**config.mk**
```make
export PLATFORM = sky130hd
export DESIGN_NAME = light_pwm_driver
export DESIGN_NICKNAME = d
export VERILOG_FILES = /design/src/rtl/light_pwm_driver.sv
export SDC_FILE = /design/constraint.sdc
export NUM_CORES = 1
export LEC_CHECK = 0
export CORE_UTILIZATION = 49
export DETAILED_ROUTE_END_ITERATION = 8
export DONT_BUFFER_PORTS = 1
export GPL_TIMING_DRIVEN = 0
export PLACE_DENSITY = 0.66
export SLEW_MARGIN = 20
export SYNTH_ARGS = -nofsm -noshare
export SYNTH_HDL_FRONTEND = slang
export SYNTH_SLANG_ARGS = --single-unit
```
**constraint.sdc**
```tcl
create_clock -name clk -period 3.7 [get_ports clk]
set_clock_uncertainty 0.15 [all_clocks]
set_input_delay 0.555 -clock clk [delete_from_list [all_inputs] [get_ports clk]]
set_output_delay 0.555 -clock clk [all_outputs]
set_load 0.02 [all_outputs]
```
**src/rtl/light_pwm_driver.sv**
```systemverilog
// Lamp PWM driver: 16-count PWM whose duty ramps one brightness step at a time
// toward a target latched at PWM period boundaries.
module light_pwm_driver #(
    parameter int PRESCALE = 4,
    parameter int RAMP_DIV = 16
) (
    input  logic       clk,
    input  logic       rst_n,
    input  logic [3:0] level,
    input  logic       enable,
    output logic       pwm_out,
    output logic [3:0] cur_level,
    output logic       ramping,
    output logic       at_target
);

    typedef enum logic [1:0] {OFF, UP, DOWN, HOLD} state_t;

    localparam logic [7:0] PRE_MAX  = 8'(PRESCALE - 1);
    localparam logic [7:0] RAMP_MAX = 8'(RAMP_DIV - 1);

    state_t     state, state_nxt;
    logic [7:0] pre_cnt;
    logic [7:0] ramp_cnt, ramp_cnt_nxt;
    logic [3:0] pwm_cnt;
    logic [3:0] target, target_nxt;
    logic [3:0] cur_nxt;
    logic       tick, period_end, in_ramp, step;

    // One brightness step toward tgt; saturates at the target so it can never overshoot.
    function automatic logic [3:0] step_toward(input logic [3:0] cur, input logic [3:0] tgt);
        if (tgt > cur)
            return cur + 4'd1;
        else if (tgt < cur)
            return cur - 4'd1;
        else
            return cur;
    endfunction

    assign tick       = (pre_cnt == PRE_MAX);
    assign period_end = tick && (pwm_cnt == 4'd15);
    assign target_nxt = enable ? level : 4'd0;
    assign in_ramp    = (state == UP) || (state == DOWN);
    assign step       = period_end && in_ramp && (ramp_cnt == RAMP_MAX);

    assign ramping    = in_ramp;
    assign at_target  = (cur_level == target);

    // Decisions use the target being latched on this same period boundary.
    always_comb begin
        state_nxt    = state;
        ramp_cnt_nxt = ramp_cnt;
        cur_nxt      = cur_level;
        if (period_end) begin
            case (state)
                OFF: begin
                    if (target_nxt != 4'd0)
                        state_nxt = UP;
                end
                UP, DOWN: begin
                    if (step) begin
                        cur_nxt      = step_toward(cur_level, target_nxt);
                        ramp_cnt_nxt = 8'd0;
                    end else begin
                        ramp_cnt_nxt = ramp_cnt + 8'd1;
                    end
                    if (target_nxt == cur_nxt) begin
                        state_nxt    = (cur_nxt == 4'd0) ? OFF : HOLD;
                        ramp_cnt_nxt = 8'd0;
                    end else if (target_nxt > cur_nxt) begin
                        state_nxt = UP;
                    end else begin
                        state_nxt = DOWN;
                    end
                end
                HOLD: begin
                    if (target_nxt > cur_level)
                        state_nxt = UP;
                    else if (target_nxt < cur_level)
                        state_nxt = DOWN;
                end
                default: state_nxt = OFF;
            endcase
        end
    end

    always_ff @(posedge clk or negedge rst_n) begin
        if (!rst_n) begin
            state     <= OFF;
            pre_cnt   <= 8'd0;
            pwm_cnt   <= 4'd0;
            ramp_cnt  <= 8'd0;
            target    <= 4'd0;
            cur_level <= 4'd0;
            pwm_out   <= 1'b0;
        end else begin
            pre_cnt <= tick ? 8'd0 : pre_cnt + 8'd1;
            if (tick)
                pwm_cnt <= pwm_cnt + 4'd1;
            if (period_end)
                target <= target_nxt;
            state     <= state_nxt;
            ramp_cnt  <= ramp_cnt_nxt;
            cur_level <= cur_nxt;
            pwm_out   <= (state != OFF) && (pwm_cnt < cur_level);
        end
    end

endmodule

```
==> impl_metrics.tcl, run 1 <==
set metrics [dict create \
    whs_endpoint "pre_cnt[0]$_DFF_PN0_" \
    ir_worst_vdd_mv 0.263 \
    r2r-start "cur_level[1]$_DFFE_PN0P_" \
    fin_crit_sh 0.990 \
    layout-drive-gt1-share 0.251 \
    fin_util 0.642 \
    syn_area_mm2 0.00205 \
    insertion_delay_ns 0.28 \
    cts_buffers 5 \
    drc 0 \
    arrival_ns 3.68 \
    die_w_um 66.7 \
    setup_viol 0 \
    ys_types 50 \
    seq_area_frac_synth 0.379 \
    slew_violations 0 \
    async_reset_ff_frac 1.00 \
    cap_violations 0 \
    fin_cells 289 \
    dr.pass1.iters 4 \
    area_delta_synth_final_pct 25.4 \
    outcome "finished clean" \
    worst_ep_required_time_ns 3.72 \
    antenna_found_initial 0 \
    path_clk_slew_ns 0.07 \
    reg2reg_to "state[0]$_DFFE_PN0P_" \
    placed_area_mm2 0.00212 \
    die_h_um 66.7 \
    grt_pass1_vias 1849 \
    powerDensity_mw_per_mm2 271 \
    cts_tree "yes" \
    synth-seq-cells 31 \
    clockBufferDepth 2 \
    port-buffer-count 0 \
    die_area_mm2 0.00444 \
    dpl.hpwl_mm 3.52 \
    cp-end-kind "flip-flop" \
    clockRootBuffer "clkbuf_8" \
    max_slew.worst_pin.slew_ns 1.02 \
    critPathLaunchType "primary input" \
    postRouteAntennaNets 0 \
    core_region_area_mm2 0.00400 \
    gr-total-overflow 0 \
    synth_fp_nets 238 \
    gp_congestion 0.897 \
    worst_slack_ns 0.0385 \
    rrSetupSlack_ns 0.05 \
    wl_per_cell_um 18.2 \
    num_rows 23 \
    design_area_mm2 0.00257 \
    slew_headroom 0.314 \
    reg2reg_depth 14 \
    routed_wl_mm 5.25 \
    hold_viol_final 0 \
    synth_warnings 0 \
    fin_crit_ns 3.66 \
    nets 261 \
    via_per_inst 6.27 \
    grt_pass1_wl_mm 8.64 \
    num_vias 1811 \
    grt_start_max_net_pins 32 \
    cts_max_level 2 \
    hp-class "reg2reg" \
    synth_edf_count 0 \
    worst_hold_slack_ns 0.349 \
    p_leak_nw 1.13 \
    pre_cts_ws_ns -0.526 \
    cts.sinks 31 \
    path_max_fanout 4 \
    syn_avg_cell_area_um2 9.53 \
    min_from "pre_cnt[0]$_DFF_PN0_" \
    first_iter_violations 118 \
    track_usage 0.263 \
    dp.cells 265 \
    max_freq_mhz 273 \
    io_pins 14 \
    antenna_cells 0 \
    crit_type "in2reg" \
    worstHoldPathCells 1 \
    rsz0062_at_grt "true" \
    postSynthCellCount 215 \
    synth_flop_cell "dfrtp_1" \
    start_util 0.512 \
]
[synthesized netlist by cell type (2+ instances only)]
master	number	area, µm²
a211o_1	2	17.5
a211oi_1	3	22.5
a21o_1	3	22.5
a21oi_1	8	40.0
a31oi_1	4	25.0
a32o_1	3	30.0
and2_1	5	31.3
and3_1	7	43.8
and4_1	2	17.5
clkbuf_1	4	15.0
dfrtp_1	31	776
ha_1	16	200
inv_1	12	45.0
mux2_2	3	33.8
nand2_1	18	67.6
nand2b_1	2	12.5
nand3_1	13	65.1
nand3b_1	3	22.5
nand4_1	5	31.3
nor2_1	6	22.5
nor2b_1	3	18.8
nor3b_1	3	22.5
nor4_1	2	12.5
o21a_1	3	22.5
o21ai_0	9	45.0
o22ai_1	2	12.5
o41ai_1	3	26.3
or3_1	3	18.8
xnor2_1	12	105
xor2_1	5	43.8
[cell type report]
type                            instances  area, µm²
Tap cell                               50       62.6
Inverter                               13       51.3
Sequential cell                        31        778
Multi-Input combinational cell        167       1410
Fill cell                             311       1430
Timing Repair Buffer                   16        135
Buffer                                  4       27.5
Clock buffer                            7       96.3
Clock inverter                          1       7.51
[how the worst max path moves through the flow]
stage / from / to / cells after the start
floorplan: level[1] / state[0]$_DFFE_PN0P_ / 14
global placement: cur_level[1]$_DFFE_PN0P_ / state[0]$_DFFE_PN0P_ / 14
detailed placement: cur_level[1]$_DFFE_PN0P_ / state[0]$_DFFE_PN0P_ / 14
CTS: cur_level[1]$_DFFE_PN0P_ / state[0]$_DFFE_PN0P_ / 14
global route: cur_level[1]$_DFFE_PN0P_ / state[0]$_DFFE_PN0P_ / 14
finish: level[1] / state[0]$_DFFE_PN0P_ / 14
[repair_timing]
item	in CTS	in global routing
setup endpoints to repair	10	2
hold endpoints to repair	31	0
setup buffers	9	5
gates resized for setup	31	9
pin swaps	9	13
hold buffers	2	0
[state kept, by name, indices dropped and copies added (netlist names)]
register and cells:
pre_cnt 8, ramp_cnt 8, cur_level 4, pwm_cnt 4, target 4, state 2, pwm_out 1
[metal layers]
metal	routed length [µm]	GRT usage	vias to the layer above	share of wire
li1	-	-	842	-
met2	2520	0.447	61	0.48
met5	0	0	-	0
met1	2350	0.328	889	0.45
met4	127	0.101	0	0.024
met3	245	0.0479	19	0.047
[power by group]
part	internal [W]	switching (W)	total (W)
combinational	0.0000202	0.0000323	0.0000525
clock	0.000169	0.000132	0.000301
sequential	0.000340	0.00000239	0.000343
total	0.000530	0.000166	0.000696
[cells by family (layout without fill, tap and decap cells)]
logic type,Yosys count,in the layout,synth area share
compound gates,51,51,0.183
xor+xnor,17,17,0.0727
fa+ha+maj,17,17,0.103
buf+inv,17,41,0.0311
flops,31,31,0.379
mux,3,3,0.0165
simple gates,79,79,0.215
[worst max-delay path: stages]
cell,delay (ns)
and2_1,0.28
ha_4,0.26
nor2b_4,0.13
or3_4,0.36
a211oi_4,0.29
o311ai_4,0.16
xnor2_2,0.24
inv_2,0.07
ha_4,0.29
nand3_4,0.07
or3_4,0.41
o41ai_4,0.32
nand2_1,0.09
and3_1,0.16
[per-stage QoR]
stage	total power [W]	TNS, ns
finish	0.000696	0
global route	0.000716	-0.0673
CTS	0.000698	0
detailed placement	0.000379	-2.17
global placement	0.000377	-0.978
floorplan	0.000372	0
[cells in the final DEF (no fill, tap or decap), types with 3 or more instances in the layout]
master    synthesis  layout
a21oi_1           8       8
o41ai_1           3       3
or3_4             1       4
nand2_1          18      18
and3_1            7       7
nand3b_1          3       3
nand4_1           5       5
mux2_2            3       3
a21o_1            3       3
nor2_1            6       5
o21ai_0           9       9
ha_4              0       4
a32o_1            3       3
nand3_1          13      11
xor2_1            5       5
buf_4             0      14
xnor2_1          12      11
a31oi_1           4       3
and2_1            5       4
ha_1             16      11
inv_1            12      10
dfrtp_1          31      29
clkbuf_8          0       7
Note: power is estimated with default switching activity, not from simulation.
==> run 2, diff against run 1 <==
- SETUP_SLACK_MARGIN: unset -> 0.3
==> run 2 against run 1 <==
  * Sequential share of layout area rose by 0.91 points
  * Hold slack got worse by 0.014 ns
  * Die area did not move
  * Critical path depth did not move
  * Final area fell by 2.9%
  * Count of clock-buffer cells in the layout did not move
  * Non-clock buffer count fell by 6
  * First-iteration DRC count fell by 67%
  * Global-route usage fell by 0.34 points
  * Highest routed layer unchanged
==> impl_metrics.tcl, run 2 (synthesis gave the netlist of run 1 again) <==
set metrics [dict create \
    outcome "finished clean" \
    layout-drive-gt1-share 0.209 \
    top_regs "pre_cnt (8), ramp_cnt (8)" \
    worst_ep_required_time_ns 3.72 \
    gp_congestion 0.954 \
    layout_commonest_cell "dfrtp_1" \
    critPathLaunchType "flip-flop" \
    reg2reg_depth 14 \
    start_util 0.512 \
    rsz0062_at_grt "true" \
    cts_max_level 2 \
    layout_common_cells "dfrtp_1, nand2_1, xnor2_1, ha_1" \
    gr-total-overflow 0 \
    fin_crit_sh 0.975 \
    clockRootBuffer "clkbuf_8" \
    port-buffer-count 0 \
    ir_worst_vdd_mv 0.282 \
    min_from "pre_cnt[0]$_DFF_PN0_" \
    whs_endpoint "pre_cnt[0]$_DFF_PN0_" \
    dr.pass1.iters 4 \
    rrSetupSlack_ns 0.09 \
    crit_type "reg2reg" \
    reg2reg_to "state[0]$_DFFE_PN0P_" \
    grt_start_max_net_pins 32 \
    cts_buffers 5 \
    die_h_um 66.7 \
    num_vias 1741 \
    cts.sinks 31 \
    track_usage 0.260 \
    cts_tree "yes" \
    max_slew.worst_pin.slew_ns 0.860 \
    grt_pass1_vias 1748 \
    first_iter_violations 39 \
    path_clk_slew_ns 0.06 \
    num_rows 23 \
    max_freq_mhz 277 \
    postRouteAntennaNets 0 \
    antenna_cells 0 \
    r2r-start "cur_level[1]$_DFFE_PN0P_" \
    critical_path.top_delay_family "simple AND/OR/NAND/NOR gates" \
    slew_headroom 0.421 \
    slew_violations 0 \
    via_per_inst 6.13 \
    arrival_ns 3.63 \
    insertion_delay_ns 0.28 \
    critPathSlowestCell "dfrtp_2" \
    clockBufferDepth 2 \
    hold_viol_final 0 \
    nets 256 \
    hp-class "reg2reg" \
    area_delta_synth_final_pct 21.7 \
    cap_violations 0 \
    slowest_delay_ns 0.49 \
    dpl.hpwl_mm 3.41 \
    die_w_um 66.7 \
    fin_crit_ns 3.61 \
    grt_pass1_wl_mm 8.44 \
    p_leak_nw 1.08 \
    powerDensity_mw_per_mm2 267 \
    worstHoldPathCells 1 \
    io_pins 14 \
    cp-end-kind "flip-flop" \
    core_region_area_mm2 0.00400 \
    fin_cells 284 \
    path_max_fanout 4 \
    antenna_found_initial 0 \
    dp.cells 265 \
    setup_viol 0 \
    wl_per_cell_um 17.6 \
    worst_hold_slack_ns 0.335 \
    path_cells "clkinvlp_4 > ha_4 > nor2b_4 > or3_4 > a211oi_4 > o311ai_2 > xnor2_1 > inv_1 > ha_4 > nand3_4 > or3_4 > o41ai_4 > nand2_1 > and3_1" \
    routed_wl_mm 5.00 \
    cp.buffers_inverters 2 \
    drc 0 \
    die_area_mm2 0.00444 \
]
[run 2: what timing repair did]
action / CTS / global route
pin swaps: 9 / 15
setup buffers: 5 / 3
gates cloned: 1 / 0
endpoints found under the hold margin: 31 / 0
hold buffers: 2 / 0
gates resized for setup: 22 / 5
endpoints found under the setup margin: 10 / 10
[run 2: worst max-delay path by stage]
stage                                  start              endpoint  depth (start not counted)
floorplan                           level[1]  state[0]$_DFFE_PN0P_                         14
global placement     ramp_cnt[5]$_DFFE_PN0P_  state[0]$_DFFE_PN0P_                         13
detailed placement   ramp_cnt[5]$_DFFE_PN0P_  state[0]$_DFFE_PN0P_                         13
CTS                 cur_level[1]$_DFFE_PN0P_  state[0]$_DFFE_PN0P_                         14
global route        cur_level[1]$_DFFE_PN0P_  state[0]$_DFFE_PN0P_                         14
finish              cur_level[1]$_DFFE_PN0P_  state[0]$_DFFE_PN0P_                         14
[run 2: power breakdown]
part            total, W  internal (W)  switching [W]  leakage [nW]
combinational  0.0000527     0.0000211      0.0000316         0.655
sequential      0.000343      0.000341     0.00000213         0.374
clock           0.000270      0.000150       0.000120        0.0482
[run 2: stage by stage]
stage | total power (W) | util | setup TNS [ns] | setup slack, ns | instance area (µm²)
2_1_floorplan | 0.000374 | - | 0 | 0.180 | 2090
3_3_place_gp | 0.000380 | 0.537 | -0.442 | -0.206 | 2150
3_5_place_dp | 0.000381 | 0.537 | -0.720 | -0.274 | 2150
4_1_cts | 0.000668 | 0.612 | 0 | 0.118 | 2450
5_1_grt | 0.000692 | 0.623 | -0.171 | -0.0734 | 2490
6_report | 0.000665 | 0.623 | 0 | 0.0928 | 2490
[run 2: worst register-to-register path, cell delays in order (launching register included)]
cell and delay (ns):
dfrtp_2 0.49, clkinvlp_4 0.16, ha_4 0.23, nor2b_4 0.13, or3_4 0.41, a211oi_4 0.25, o311ai_2 0.15, xnor2_1 0.24
inv_1 0.11, ha_4 0.30, nand3_4 0.06, or3_4 0.34, o41ai_4 0.24, nand2_1 0.09, and3_1 0.15
[run 2: final cells by class]
type                    instances  area [µm²]
fillers                       322        1510
multi-input cells             168        1390
flip-flops and latches         31         778
repair buffers                 10        90.1
clock buffers                   7        86.3
well taps                      50        62.6
inverters                      13        52.6
plain buffers                   4        25.0
clock inverters                 1        5.00
[run 2: routing by layer]
metal	GRT usage	vias to the layer above	share of wire
li1	-	830	-
met2	0.437	32	0.50
met3	0.0634	10	0.040
met4	0.0931	0	0.021
met1	0.320	869	0.44
met5	0	-	0
==> run 3, diff against run 2 <==
--- a/config.mk
+++ b/config.mk
@@ -9,5 +9,4 @@
 export DETAILED_ROUTE_END_ITERATION = 8
 export DONT_BUFFER_PORTS = 1
-export GPL_TIMING_DRIVEN = 0
 export PLACE_DENSITY = 0.66
 export SETUP_SLACK_MARGIN = 0.3
==> constraint.sdc (replaced) <==
create_clock -name clk -period 3.7 [get_ports clk]
set_clock_uncertainty 0.15 [all_clocks]
set_input_delay 0.74 -clock clk [delete_from_list [all_inputs] [get_ports clk]]
set_output_delay 0.74 -clock clk [all_outputs]
set_load 0.02 [all_outputs]
==> run 3 against run 2 <==
  * Flip-flop and latch count unchanged
  * Via count up 2.5%
  * Cell count up 4.2%
  * Non-clock buffer count up 14
  * Die area unchanged
  * Wire length down 1.2%
  * Total power down 0.24%
  * Core utilization up 0.47 points
  * Critical endpoint unchanged
  * Highest routed layer unchanged
==> impl_metrics.tcl, run 3 (synthesis gave the netlist of run 1 again) <==
set metrics [dict create \
    path_clk_slew_ns 0.06 \
    num_vias 1785 \
    dr.pass1.iters 4 \
    wl_per_cell_um 16.7 \
    p_int_w 0.000510 \
    p_leak_nw 1.14 \
    worst_hold_slack_ns 0.125 \
    port-buffer-count 0 \
    clockBufferDepth 2 \
    first_iter_violations 105 \
    reg2reg_to "state[0]$_DFFE_PN0P_" \
    grt_util_met1 0.311 \
    switching_power_w 0.000154 \
    ir_worst_vdd_mv 0.145 \
    pwr-share-comb 0.081 \
    cp-end-kind "flip-flop" \
    die_w_um 66.7 \
    die_area_mm2 0.00444 \
    gr-max-usage-layer "met2" \
    rsz0062_at_grt "true" \
    gr-total-overflow 0 \
    via_per_inst 6.03 \
    layout_common_cells "dfrtp_1, buf_4, nand2_1" \
    io_pins 14 \
    crit_type "in2reg" \
    hp-class "in2async" \
    postRouteAntennaNets 0 \
    fin_util 0.628 \
    fin_crit_sh 0.940 \
    power_w 0.000664 \
    outcome "finished clean" \
    max_slew.worst_pin.slew_ns 0.872 \
    grt_start_max_net_pins 32 \
    dpl.hpwl_mm 3.45 \
    critPathLaunch "level[1]" \
    pwr-share-clk 0.403 \
    slew_violations 0 \
    cap_violations 0 \
    path_max_fanout 3 \
    num_rows 23 \
    antenna_found_initial 0 \
    gp_congestion 0.952 \
    rrSetupSlack_ns 0.29 \
    layout-drive-gt1-share 0.236 \
    top_regs "pre_cnt (8), ramp_cnt (8)" \
    critPathLaunchType "primary input" \
    worst_ep_required_time_ns 3.72 \
    powerDensity_mw_per_mm2 264 \
    swShare 0.232 \
    met3_usage 0.0377 \
    core_region_area_mm2 0.00400 \
    area_delta_synth_final_pct 22.7 \
    max_freq_mhz 288 \
    grt_pass1_vias 1704 \
    clockRootBuffer "clkbuf_8" \
    fin_crit_ns 3.48 \
    nets 269 \
    cts_max_level 2 \
    track_usage 0.244 \
    power_frac_seq 0.516 \
    layout_commonest_cell "dfrtp_1" \
    start_util 0.512 \
    die_h_um 66.7 \
    r2r-start "ramp_cnt[0]$_DFFE_PN0P_" \
    reg2reg_depth 13 \
    antenna_cells 0 \
    grt_pass1_wl_mm 8.00 \
    met2_usage 0.391 \
    routed_wl_mm 4.94 \
    cts.sinks 31 \
    fin_cells 296 \
    cts_tree "yes" \
    critical_path.endpoint "state[0]$_DFFE_PN0P_" \
    arrival_ns 3.50 \
    hold_viol_final 0 \
    dp.cells 282 \
    slew_headroom 0.413 \
    setup_viol 0 \
    drc 0 \
    cts_buffers 5 \
    insertion_delay_ns 0.28 \
]
==> run 3: cell types whose count changed in the layout (fill, tap and decap cells not counted), sizes merged <==
cell         delta
dlygate4sd3     -1
o21ai           -1
clkbuf          -5
buf            +19
clkinvlp        -1
inv             +1
==> run 3: critical path: stages <==
cell	delay (ns)
and2_4	0.15
ha_4	0.21
nor2b_4	0.13
or3_4	0.40
a211oi_2	0.22
o311ai_2	0.14
xnor2_1	0.21
inv_1	0.11
ha_4	0.28
nand3_2	0.07
or3_4	0.40
o41ai_4	0.24
nand2_1	0.07
and3_1	0.14
==> run 3: worst min-delay path by stage <==
stage,slack [ns],depth (start not counted),end,start
after floorplan,0.29,0,cur_level[0]$_DFFE_PN0P_,rst_n
after global placement,0.30,0,ramp_cnt[4]$_DFFE_PN0P_,rst_n
after detailed placement,0.30,0,ramp_cnt[5]$_DFFE_PN0P_,rst_n
after CTS,0.13,1,ramp_cnt[5]$_DFFE_PN0P_,rst_n
after global routing,0.13,1,ramp_cnt[5]$_DFFE_PN0P_,rst_n
final,0.13,1,ramp_cnt[5]$_DFFE_PN0P_,rst_n
==> run 3: routing by layer <==
metal	wire length, µm	vias to the layer above	part of all wire
li1	-	855	-
met1	2230	869	0.45
met2	2380	46	0.48
met3	186	15	0.038
met4	134	0	0.027
met5	0	-	0
==> run 3: power groups by stage <==
stage | combinational, W | sequential [W] | clock (W)
6_report | 0.0000538 | 0.000343 | 0.000267
5_1_grt | 0.0000581 | 0.000342 | 0.000291
4_1_cts | 0.0000518 | 0.000342 | 0.000276
3_5_place_dp | 0.0000387 | 0.000349 | 0
3_3_place_gp | 0.0000372 | 0.000349 | 0
2_1_floorplan | 0.0000251 | 0.000349 | 0
==> run 3: timing repair <==
| action | CTS | global route |
|---|---|---|
| endpoints found under the hold margin | 31 | 0 |
| resized for setup | 6 | 3 |
| endpoints found under the setup margin | 3 | 8 |
| cloned | 0 | 0 |
| pin swaps | 1 | 1 |
| setup buffers | 2 | 4 |
| hold buffers | 1 | 0 |
==> run 3: area by class of cell <==
type | instances | area [µm²]
well taps | 50 | 62.6
multi-input cells | 167 | 1320
clock buffers | 6 | 82.6
fillers | 321 | 1490
flip-flops and latches | 31 | 776
clock inverters | 1 | 5.00
inverters | 13 | 48.8
repair buffers | 28 | 223
==> run 3: per-stage QoR <==
| stage | instance area, µm² | TNS, ns | setup WS, ns |
|---|---|---|---|
| 6_report | 2510 | 0 | 0.222 |
| 5_1_grt | 2510 | 0 | 0.121 |
| 4_1_cts | 2460 | 0 | 0.268 |
| 3_5_place_dp | 2290 | -0.131 | -0.0567 |
| 3_3_place_gp | 2290 | 0 | 0.0515 |
| 2_1_floorplan | 2090 | -0.00460 | -0.00460 |
